==> src/rtl/vx_commit_wb.sv <==
// Commit-side collector: retires non-writeback commits immediately, round-robin
// arbitrates writeback commits into one registered writeback port, and reports retires per cycle.
module vx_commit_wb #(
  parameter int NUM_THREADS = 4,
  parameter int NUM_WARPS   = 4,
  parameter int CORE_ID     = 0,
  parameter int NW_BITS     = (NUM_WARPS > 1) ? $clog2(NUM_WARPS) : 1
) (
  input  logic                            clk,
  input  logic                            reset,
  input  logic [4:0]                      commit_valid,
  output logic [4:0]                      commit_ready,
  input  logic [5*NW_BITS-1:0]            commit_wid,
  input  logic [5*32-1:0]                 commit_PC,
  input  logic [5*NUM_THREADS-1:0]        commit_tmask,
  input  logic [4:0]                      commit_wb,
  input  logic [5*5-1:0]                  commit_rd,
  input  logic [5*NUM_THREADS*32-1:0]     commit_data,
  input  logic                            st_commit_valid,
  output logic                            st_commit_ready,
  output logic                            writeback_valid,
  input  logic                            writeback_ready,
  output logic [NW_BITS-1:0]              writeback_wid,
  output logic [31:0]                     writeback_PC,
  output logic [NUM_THREADS-1:0]          writeback_tmask,
  output logic [4:0]                      writeback_rd,
  output logic [NUM_THREADS*32-1:0]       writeback_data,
  output logic                            cmt_to_csr_valid,
  output logic [2:0]                      cmt_to_csr_commit_size,
  output logic                            busy
);

  localparam int DW = NUM_THREADS * 32;

  logic [4:0] req;
  logic [4:0] nwb_accept;
  logic [4:0] grant;
  logic [2:0] rr_ptr;
  logic [2:0] rr_next;
  logic [2:0] grant_idx;
  logic [3:0] scan;
  logic       grant_found;
  logic       load_en;
  logic       fire;
  logic [2:0] retire_cnt;

  assign load_en    = !writeback_valid || writeback_ready;
  assign req        = commit_valid & commit_wb;
  assign nwb_accept = commit_valid & ~commit_wb & {5{reset}};

  // First requester found scanning upward from rr_ptr, wrapping 4 -> 0.
  always_comb begin
    grant_found = 1'b0;
    grant_idx   = 3'd0;
    scan        = 4'd0;
    for (int k = 0; k < 5; k++) begin
      scan = {1'b0, rr_ptr} + 4'(k);
      if (scan >= 4'd5) scan = scan - 4'd5;
      if (!grant_found && req[scan[2:0]]) begin
        grant_found = 1'b1;
        grant_idx   = scan[2:0];
      end
    end
  end

  assign fire    = grant_found && load_en && reset;
  assign grant   = fire ? (5'b00001 << grant_idx) : 5'b00000;
  assign rr_next = (grant_idx == 3'd4) ? 3'd0 : grant_idx + 3'd1;

  assign commit_ready    = nwb_accept | grant;
  assign st_commit_ready = reset && (CORE_ID >= 0);
  assign busy            = writeback_valid;

  always_comb begin
    retire_cnt = {2'b00, fire} + {2'b00, st_commit_valid & reset};
    for (int i = 0; i < 5; i++) begin
      retire_cnt = retire_cnt + {2'b00, nwb_accept[i]};
    end
  end

  // Payload and rr_ptr only move on a fired grant, so a stalled entry stays frozen.
  always_ff @(posedge clk) begin
    if (!reset) begin
      writeback_valid        <= 1'b0;
      writeback_wid          <= '0;
      writeback_PC           <= '0;
      writeback_tmask        <= '0;
      writeback_rd           <= '0;
      writeback_data         <= '0;
      rr_ptr                 <= 3'd0;
      cmt_to_csr_valid       <= 1'b0;
      cmt_to_csr_commit_size <= 3'd0;
    end else begin
      if (fire) begin
        writeback_valid <= 1'b1;
        writeback_wid   <= commit_wid[grant_idx*NW_BITS +: NW_BITS];
        writeback_PC    <= commit_PC[grant_idx*32 +: 32];
        writeback_tmask <= commit_tmask[grant_idx*NUM_THREADS +: NUM_THREADS];
        writeback_rd    <= commit_rd[grant_idx*5 +: 5];
        writeback_data  <= commit_data[grant_idx*DW +: DW];
        rr_ptr          <= rr_next;
      end else if (writeback_ready) begin
        writeback_valid <= 1'b0;
      end
      cmt_to_csr_valid       <= (retire_cnt != 3'd0);
      cmt_to_csr_commit_size <= retire_cnt;
    end
  end

endmodule

==> config.mk <==
export PLATFORM = sky130hd
export DESIGN_NAME = vx_commit_wb
export DESIGN_NICKNAME = d
export VERILOG_FILES = /design/src/rtl/vx_commit_wb.sv
export SDC_FILE = /design/constraint.sdc
export NUM_CORES = 1
export LEC_CHECK = 0
export ABC_AREA = 1
export BUFFER_PORTS_ARGS = -buffer_cell sky130_fd_sc_hd__buf_2
export CORE_AREA = 3 3 409 411
export CTS_CLUSTER_DIAMETER = 50
export DETAILED_ROUTE_END_ITERATION = 16
export DIE_AREA = 0 0 412 414
export PLACE_DENSITY = 0.3
export SLEW_MARGIN = 20
export SYNTH_ARGS = -nofsm -noshare
export SYNTH_HDL_FRONTEND = slang
export SYNTH_SLANG_ARGS = --single-unit
==> constraint.sdc <==
create_clock -name clk -period 13.4 [get_ports clk]
set_input_delay 0 -clock clk [delete_from_list [all_inputs] [get_ports clk]]
set_output_delay 0 -clock clk [all_outputs]
set_load 0.05 [all_outputs]
==> impl_metrics.ini, run 1 <==
[synthesis]
syn_nets = 4483
yosysSeqAreaShare_pct = 19.2
synthTopCellsByCount = nand2_1 (933), nand3_1 (891), inv_1 (886)
syn-cell-area_um2 = 18700
syn_area_per_cell_um2 = 5.19
async_flop_share_pct = 0
synth_most_common_cell = nand2_1
synth_cells = 3596
ys_ff_latch = 179
yosys.area.top_type = nand3_1
ys_types = 29
synth_top_flop_cell = dfxtp_1
synth_top_area_share_pct = 23.9
synth_enable_flop_cells = 0
synth_area_leaders = nand3_1 (24%), dfxtp_1 (19%), nand2_1 (19%)
ys_warn_count = 0

[sta]
worstMarginPinSlew_ns = 1.15
grt_setup_unrepaired = false
setup_tns_ns = 0
fmax_mhz = 123
fin_crit_ns = 8.14
hold_viol_final = 0
slew_headroom_pct = 23.3
fin_ws_ns = 5.26
finalClockSkew_ns = 0.0154
timing.final.max_slew_violations = 0
finalCritPeriodShare_pct = 60.8
setup_viol = 0

[detailed_routing]
avgViaCountPerCell = 3.88
ant_nets = 0
post-route-drc-count = 0
postRouteWirelength_um = 143000
first_pass_iters = 5
wire_per_inst_um = 20.4
drtIter0Drc = 1511
num_vias = 27189

[worst_hold_path]
min_from = commit_data[171]
hold_path_depth = 7
hp-class = input pin to flip-flop
whs_endpoint = writeback_data[43]

[cts]
post_cts_buffers = 0
cts_buffers = 17
clockBufferDepth = 2
clk_latency_ns = 0.53
h-tree-depth = 4
hold_buffers = 353
cts_tree = yes
cts.sinks = 179
cts_root_buffer = clkbuf_16
path_clk_slew_ns = 0.09
cts_resized = 0

[placement]
gp_congestion = 0.871
portBuffers = 1051
dpl.hpwl_um = 113000
dp_slack_ns = 6.67

[setup_path]
reg2reg_slack_ns = 5.26
startpoint = rr_ptr[0]
worst-setup-path-type = flip-flop to flip-flop
r2r-end = writeback_PC[19]
critPathLaunchType = flip-flop
reg2reg_from = rr_ptr[0]
cp.arrival_ns = 8.57
end_kind = flip-flop
reg2reg_depth = 24
worstPathRequired_ns = 13.83
path_max_fanout = 118

[job]
max_cap_viol_count = 0

[die]
dieArea_um2 = 171000
start_util_pct = 11.3
core_um2 = 164000
fp.dieH_um = 414
ios = 1052
die_w_um = 412
row_count = 149

[grt]
grt_max_degree = 118
grt_pass1_vias = 28133
track_usage_pct = 16.1
grt_pass1_wl_um = 201000
overflow = 0
antenna_found_initial = 40

[cells_and_area]
layout-drive-gt1-share_pct = 23.7
fin_nets = 5671
area_growth_pct = 60.0

[status]
status = finished clean
cells by family (layout without fill, tap and decap cells):
logic type      Yosys count  in the layout  share of synthesized area, %
buf+inv                1160           2360                          25.1
xor+xnor                  2              2                        0.0939
compound gates          370            370                          10.0
other cells               0             21                             0
fa+ha+maj                18             18                          1.41
simple gates           1867           1867                          44.2
flops                   179            179                          19.2
worst max-delay path by stage:
stage,to,slack [ns],cells after the start
2_1_floorplan,cmt_to_csr_valid,9.03,27
3_3_place_gp,writeback_data[65],6.59,21
3_5_place_dp,writeback_data[65],6.67,21
4_1_cts,writeback_PC[19],5.23,24
5_1_grt,writeback_PC[19],4.64,24
6_report,writeback_PC[19],5.26,24
routing by layer:
metal | global-route usage, % | vias up | wire, µm
met5 | 0 | - | 161
met4 | 4.15 | 24 | 3440
met3 | 3.53 | 127 | 9000
met2 | 27.8 | 871 | 68500
met1 | 20.0 | 12785 | 61700
li1 | - | 13382 | -
state kept, by name, indices dropped and copies added, names as in the netlist:
register                cells
writeback_data            128
writeback_PC               32
writeback_rd                5
writeback_tmask             4
cmt_to_csr_commit_size      3
rr_ptr                      3
writeback_wid               2
busy                        1
cmt_to_csr_valid            1
cell usage in the layout, fill, tap and decap left out, types with 3 or more instances in the layout:
| master | n |
|---|---|
| inv_1 | 886 |
| clkbuf_1 | 3 |
| fa_1 | 5 |
| inv_2 | 5 |
| nand2_4 | 4 |
| o21ai_1 | 7 |
| nand2_1 | 929 |
| dfxtp_1 | 179 |
| nand2_2 | 3 |
| buf_2 | 1050 |
| buf_4 | 32 |
| nand3b_1 | 5 |
| nand3_2 | 6 |
| ha_1 | 13 |
| a21oi_1 | 345 |
| nor2_1 | 15 |
| nand4_1 | 9 |
| o21ai_0 | 9 |
| diode_2 | 21 |
| nor2_4 | 3 |
| nand3_1 | 891 |
| dlygate4sd3_1 | 353 |
| clkbuf_16 | 17 |
critical path, cell delays in order, from the launching register on:
cell           delay, ns
dfxtp_1             0.77
inv_2               0.26
ha_1                0.30
ha_1                0.39
nand2_1             0.16
nand2_2             0.10
o21ai_0             0.29
nand3_1             0.12
nand2_1             0.08
nand2_1             0.05
nand2_1             0.11
nand4_1             0.14
nand3_1             0.23
nand2_8             0.48
nand2_4             0.72
buf_4               0.66
buf_4               0.89
nand2_1             0.11
nand3_1             0.10
dlygate4sd3_1       0.56
nand2_1             0.05
dlygate4sd3_1       0.55
nand2_1             0.06
a21oi_1             0.07
dlygate4sd3_1       0.55
final cells by class:
class | instances | area, µm²
well taps | 2189 | 2740
fillers | 19993 | 135000
diodes | 21 | 52.6
repair buffers | 1437 | 9070
clock buffers | 21 | 450
clock inverters | 10 | 126
multi-input cells | 2257 | 10500
flip-flops and latches | 179 | 3580
inverters | 892 | 3360
metrics by stage:
stage / hold WS (ns) / instance area [µm²] / util (%) / cells
floorplan: 0.167 / 18700 / - / 3596
global placement: 0.358 / 25600 / 15.6 / 6600
detailed placement: 0.361 / 25600 / 15.6 / 6600
CTS: 0.000242 / 29800 / 18.1 / 6984
global route: 0.0509 / 29800 / 18.1 / 6986
finish: 0.0430 / 29800 / 18.1 / 7006
Power of run 1 is not shown: default switching activity piles up to over one toggle a cycle in this logic, so the estimate is an artifact.
==> run 2: changes to the inputs <==
--- a/config.mk
+++ b/config.mk
@@ -5,12 +5,12 @@
 export SDC_FILE = /design/constraint.sdc
 export NUM_CORES = 1
 export LEC_CHECK = 0
-export ABC_AREA = 1
+export ABC_AREA = 0
 export BUFFER_PORTS_ARGS = -buffer_cell sky130_fd_sc_hd__buf_2
-export CORE_AREA = 3 3 409 411
+export CORE_AREA = 3 3 412 414
 export CTS_CLUSTER_DIAMETER = 50
 export DETAILED_ROUTE_END_ITERATION = 16
-export DIE_AREA = 0 0 412 414
+export DIE_AREA = 0 0 415 417
 export PLACE_DENSITY = 0.3
 export SLEW_MARGIN = 20
 export SYNTH_ARGS = -nofsm -noshare
==> constraint.sdc (replaced) <==
create_clock -name clk -period 8.5 [get_ports clk]
set_input_delay 0 -clock clk [delete_from_list [all_inputs] [get_ports clk]]
set_output_delay 0 -clock clk [all_outputs]
set_load 0.05 [all_outputs]
==> run 2 against run 1 <==
  * Wire length decreased by 7.6%
  * Hold slack improved by 0.18 ns
  * Final cell count decreased by 22%
  * Sequential share of layout area increased by 0.62 points
  * Clock skew increased by 0.0043 ns
  * Global-route usage decreased by 1.5 points
  * Via count decreased by 17%
  * Design area decreased by 4.9%
  * Synthesized cell count decreased by 43%
  * Die area increased by 1.5%
==> impl_metrics.ini, run 2 <==
[synthesis]
yosysSeqAreaShare_pct = 21.5
synth_cells = 2044
synth_most_common_cell = inv_1
synthTopCellsByCount = inv_1 (358), a211oi_1 (347), clkbuf_1 (192)
synth_top_flop_cell = dfxtp_1
ys_ff_latch = 179
synth_area_leaders = dfxtp_1 (21%), a211oi_1 (16%), mux2i_1 (11%)
syn_area_per_cell_um2 = 8.17
syn_nets = 2931
ys_types = 66
yosys.area.top_type = dfxtp_1
async_flop_share_pct = 0
synth_enable_flop_cells = 0
synth_top_area_share_pct = 21.5
ys_warn_count = 0
syn-cell-area_um2 = 16700

[detailed_routing]
post-route-drc-count = 0
num_vias = 22655
postRouteWirelength_um = 132000
ant_nets = 0
first_pass_iters = 5
drtIter0Drc = 1387
wire_per_inst_um = 24.1
avgViaCountPerCell = 4.13

[die]
core_um2 = 167000
start_util_pct = 10.0
ios = 1052
dieArea_um2 = 173000
fp.dieH_um = 417
row_count = 150
die_w_um = 415

[grt]
grt_pass1_wl_um = 183000
grt_max_degree = 107
grt_pass1_vias = 23555
antenna_found_initial = 48
track_usage_pct = 14.6
overflow = 0

[cells_and_area]
top_register = writeback_data
area_growth_pct = 70.0
stdcell_count = 5489
design_area_um2 = 28400
largest_reg_flops = 128
reg.largest.list = writeback_data (128), writeback_PC (32), writeback_rd (5)
layout-drive-gt1-share_pct = 38.1
layout_common_cells = buf_2 (1050), dlygate4sd3_1 (358), inv_1 (357), a211oi_1 (347), dfxtp_1 (179)
utilization_pct = 17.0
final_common_cell = buf_2
fin_nets = 4127

[sta]
fmax_mhz = 148
worstMarginPinSlew_ns = 1.02
finalCritPeriodShare_pct = 79.4
timing.final.max_slew_violations = 0
fin_crit_ns = 6.75
finalClockSkew_ns = 0.0197
setup_viol = 0
slew_headroom_pct = 32.2
hold_viol_final = 0
setup_tns_ns = 0
grt_setup_unrepaired = false

[setup_path]
worstPathCellList = buf_4 > inv_1 > ha_1 > o21ai_0 > mux4_2 > a21oi_1 > o211a_4 > buf_4 > nand2_4 > a21oi_2 > inv_8 > buf_12 > mux2i_1 > dlygate4sd3_1 > o211ai_2 > dlygate4sd3_1
r2r-end = writeback_data[121]
path_buf_inv = 7
reg2reg_from = rr_ptr[0]
path_max_fanout = 57
end_kind = flip-flop
crit_slowest_cell = ha_1
crit_path_max_incr_delay_ns = 0.75
startpoint = rr_ptr[0]
worstPathRequired_ns = 8.94
reg2reg_slack_ns = 1.75
reg2reg_depth = 16
worst-setup-path-type = flip-flop to flip-flop
critPathLaunchType = flip-flop
cpLargestDelayFamily = buffers and inverters
cp.arrival_ns = 7.19

[cts]
post_cts_buffers = 0
clockBufferDepth = 2
hold_buffers = 358
cts.sinks = 179
h-tree-depth = 4
cts_buffers = 17
cts_root_buffer = clkbuf_16
cts_resized = 0
path_clk_slew_ns = 0.10
cts_tree = yes
clk_latency_ns = 0.55

[placement]
dpl.hpwl_um = 98900
dp.cells = 5067
postPlaceCellArea_um2 = 24100
gp_congestion = 0.848
portBuffers = 1051

[worst_hold_path]
hold_path_depth = 5
hp-class = input pin to flip-flop
whs_endpoint = cmt_to_csr_commit_size[1]
min_from = st_commit_valid

[pwr]
switchingPower_mw = 9.83
clockPowerShare_pct = 6.0
total_power_mw = 16.7
pwr-share-comb_pct = 85.5
power.density_nw_per_um2 = 588
intPower_mw = 6.85
p_leak_nw = 13.3
seq_power_share_pct = 8.5
vdd_drop_max_mv = 1.15
swShare_pct = 58.9

[status]
status = finished clean

[job]
max_cap_viol_count = 0
## run 2: area by class of cell
class / instances / area (µm²)
diodes: 33 / 82.6
clock buffers: 19 / 453
clock inverters: 12 / 178
fillers: 19167 / 138000
inverters: 361 / 1380
multi-input cells: 1227 / 10600
flip-flops and latches: 179 / 3580
well taps: 2204 / 2760
repair buffers: 1454 / 9390
## run 2: through the flow
stage | hold slack, ns | setup WS (ns)
global placement | 0.229 | 2.30
floorplan | 0.140 | 3.48
detailed placement | 0.232 | 2.39
CTS | 0.165 | 1.70
finish | 0.220 | 1.75
global route | 0.219 | 1.34
## run 2: worst max-delay path by stage
stage,to,cells past startpoint
floorplan,cmt_to_csr_valid,22
global placement,cmt_to_csr_valid,18
detailed placement,cmt_to_csr_valid,18
CTS,writeback_data[121],16
global route,writeback_data[121],16
finish,writeback_data[121],16
## run 2: cell families (layout without fill, tap and decap cells)
| kind of cell | count (synthesis) | in the layout | synth area share (%) |
|---|---|---|---|
| other cells | 0 | 33 | 0 |
| mux | 177 | 177 | 10.7 |
| buf+inv | 638 | 1846 | 15.7 |
| xor+xnor | 4 | 4 | 0.210 |
| fa+ha+maj | 18 | 18 | 1.57 |
| flops | 179 | 179 | 21.5 |
| simple gates | 97 | 97 | 3.16 |
| compound gates | 931 | 931 | 47.2 |
## run 2: tightest hold or removal path: stages
cell and delay (ns):
buf_2 0.08, and2_1 0.17, fa_1 0.22, fa_1 0.16, and2_1 0.12
## run 2: power by group through the flow
stage	Sequential (mW)	Combinational (mW)	Clock (mW)
after detailed placement	1.44	12.7	0
after global placement	1.44	12.6	0
after CTS	1.42	14.4	1.05
final	1.42	14.3	0.994
after global routing	1.45	15.2	1.06
after floorplan	2.40	7.51	0
## run 2: metal layers
metal | part of all wire (%) | GRT usage [%] | routed length, µm
met5 | 0.064 | 0 | 85
met4 | 2.3 | 4.73 | 3030
met3 | 5.1 | 2.98 | 6690
met2 | 53 | 27.1 | 70600
met1 | 39 | 16.5 | 51700
(Power assumes the default switching activity.)
==> run 3: changes to the inputs <==
--- a/config.mk
+++ b/config.mk
@@ -5,12 +5,12 @@
 export SDC_FILE = /design/constraint.sdc
 export NUM_CORES = 1
 export LEC_CHECK = 0
-export ABC_AREA = 0
+export ABC_AREA = 1
 export BUFFER_PORTS_ARGS = -buffer_cell sky130_fd_sc_hd__buf_2
-export CORE_AREA = 3 3 412 414
+export CORE_AREA = 3 3 414 416
 export CTS_CLUSTER_DIAMETER = 50
 export DETAILED_ROUTE_END_ITERATION = 16
-export DIE_AREA = 0 0 415 417
+export DIE_AREA = 0 0 417 419
 export PLACE_DENSITY = 0.3
 export SLEW_MARGIN = 20
 export SYNTH_ARGS = -nofsm -noshare
==> constraint.sdc (replaced) <==
create_clock -name clk -period 6.6 [get_ports clk]
set_input_delay 0 -clock clk [delete_from_list [all_inputs] [get_ports clk]]
set_output_delay 0 -clock clk [all_outputs]
set_load 0.05 [all_outputs]
==> run 3 against run 2 <==
  * The run now ends with hold timing left
  * Register-to-register slack got worse by 1.2 ns
  * Sequential share of layout area decreased by 0.78 points
  * Hold slack got worse by 0.22 ns
  * Design area is 6.6% higher
==> impl_metrics.ini, run 3 (synthesis gave the netlist of run 1 again) <==
[detailed_routing]
wire_per_inst_um = 18.3
ant_nets = 0
postRouteWirelength_um = 128000
avgViaCountPerCell = 3.82
drtIter0Drc = 1445
first_pass_iters = 5
post-route-drc-count = 0
num_vias = 26847

[grt]
track_usage_pct = 14.0
grt_max_degree = 121
overflow = 0
grt_pass1_wl_um = 183000
antenna_found_initial = 30
grt_pass1_vias = 27583

[cells_and_area]
reg.largest.list = writeback_data (128), writeback_PC (32), writeback_rd (5)
stdcell_count = 7033
design_area_um2 = 30200
layout_common_cells = buf_2 (1050), nand2_1 (929), nand3_1 (891), inv_1 (886), dlygate4sd3_1 (357)
largest_reg_flops = 128
area_growth_pct = 62.2
top_register = writeback_data
fin_nets = 5692
final_common_cell = buf_2
fill_cells = 20052
layout-drive-gt1-share_pct = 24.1

[cts]
path_clk_slew_ns = 0.10
cts_tree = yes
clockBufferDepth = 2
h-tree-depth = 4
cts.sinks = 179
cts_buffers = 17
clk_latency_ns = 0.54
cts_root_buffer = clkbuf_16

[setup_path]
cp.arrival_ns = 6.48
worstPathRequired_ns = 7.01
end_kind = flip-flop
worst-setup-path-type = flip-flop to flip-flop
path_max_fanout = 42
critPathLaunchType = flip-flop

[placement]
dp.cells = 6628
dpl.hpwl_um = 96800
portBuffers = 1051
dp_slack_ns = 1.37
gp_congestion = 0.833
postPlaceCellArea_um2 = 26000

[die]
ios = 1052
die_w_um = 417
start_util_pct = 11.1
row_count = 150
core_um2 = 168000
dieArea_um2 = 175000
fp.dieH_um = 419

[sta]
slew_headroom_pct = 27.7
fin_ws_ns = 0.526
grt_setup_unrepaired = false
finalClockSkew_ns = 0.0199
holdWs_ns = -0.000354
setup_tns_ns = 0
fmax_mhz = 165
worstMarginPinSlew_ns = 1.08
setup_viol = 0
hold_viol_final = 1
timing.final.max_slew_violations = 0
fin_crit_ns = 6.07
finalCritPeriodShare_pct = 92.0

[status]
failed_checks = hold timing
status = complete, but fails checks

[worst_hold_path]
hp-class = input pin to flip-flop

[job]
max_cap_viol_count = 0
[run 3: cell types whose count changed in the layout (fill, tap and decap cells not counted), moves of 84 or more]
| cell | before | now |
|---|---|---|
| inv_1 | 357 | 886 |
| nand2_1 | 19 | 929 |
| a211oi_1 | 347 | 0 |
| o211ai_1 | 84 | 0 |
| o211ai_2 | 90 | 0 |
| a21oi_1 | 13 | 345 |
| mux2i_1 | 175 | 0 |
| a32oi_1 | 172 | 0 |
| o2111ai_1 | 172 | 0 |
| nand3_1 | 11 | 891 |
[run 3: what timing repair did]
item / CTS / global route
setup endpoints to repair: 0 / 5
setup buffers: 0 / 3
hold buffers: 357 / 0
hold endpoints to repair: 173 / 0
resized for setup: 0 / 1
[run 3: worst max-delay path: stages, from the launching register on]
cell and delay, ns:
dfxtp_1 0.50, inv_1 0.27, ha_1 0.29, ha_1 0.42, nand2_1 0.14, nand2_2 0.13, nand2_1 0.06, nand2_1 0.14
nand2_1 0.07, nand3_1 0.08, nand2_1 0.06, nand2_1 0.05, nand2_1 0.09, nand4_1 0.14, nand3_1 0.47, nand2_8 0.26
buf_4 0.21, buf_4 0.44, nand3_1 0.15, nand3_1 0.11, dlygate4sd3_1 0.56, nand2_1 0.05, dlygate4sd3_1 0.55, nand2_1 0.06
a21oi_1 0.05, dlygate4sd3_1 0.56
[run 3: cell type report]
| type | instances | area [µm²] | area share, % |
|---|---|---|---|
| multi-input cells | 2259 | 10500 | 34.6 |
| repair buffers | 1456 | 9450 | 31.3 |
| flip-flops and latches | 179 | 3580 | 11.9 |
| inverters | 892 | 3360 | 11.1 |
| well taps | 2204 | 2760 | 9.12 |
| clock buffers | 17 | 425 | 1.41 |
| clock inverters | 15 | 164 | 0.542 |
| diodes | 11 | 27.5 | 0.0910 |
[run 3: metrics by stage]
stage	hold slack [ns]	util (%)
2_1_floorplan	0.167	-
3_3_place_gp	0.357	15.5
3_5_place_dp	0.360	15.5
4_1_cts	0.00462	18.0
5_1_grt	0.0361	18.0
6_report	-0.000354	18.0
[run 3: metal layers]
metal	GRT usage, %	vias to the layer above	routed length, µm
li1	-	13411	-
met1	16.0	12460	51900
met2	25.9	810	66100
met3	2.98	142	6740
met4	4.24	24	3490
met5	0	-	153
[run 3: worst paths after layout]
kind                                  startpoint                   to  slack, ns  depth (start not counted)
worst min-delay path              commit_PC[152]     writeback_PC[24]    -0.0004                          5
worst min register to register  writeback_PC[27]     writeback_PC[27]       0.52                          2
worst max-delay path                   rr_ptr[1]  writeback_data[104]       0.53                         25
worst max register to register         rr_ptr[1]  writeback_data[104]       0.53                         25
Power of run 3 is left out for the same reason.
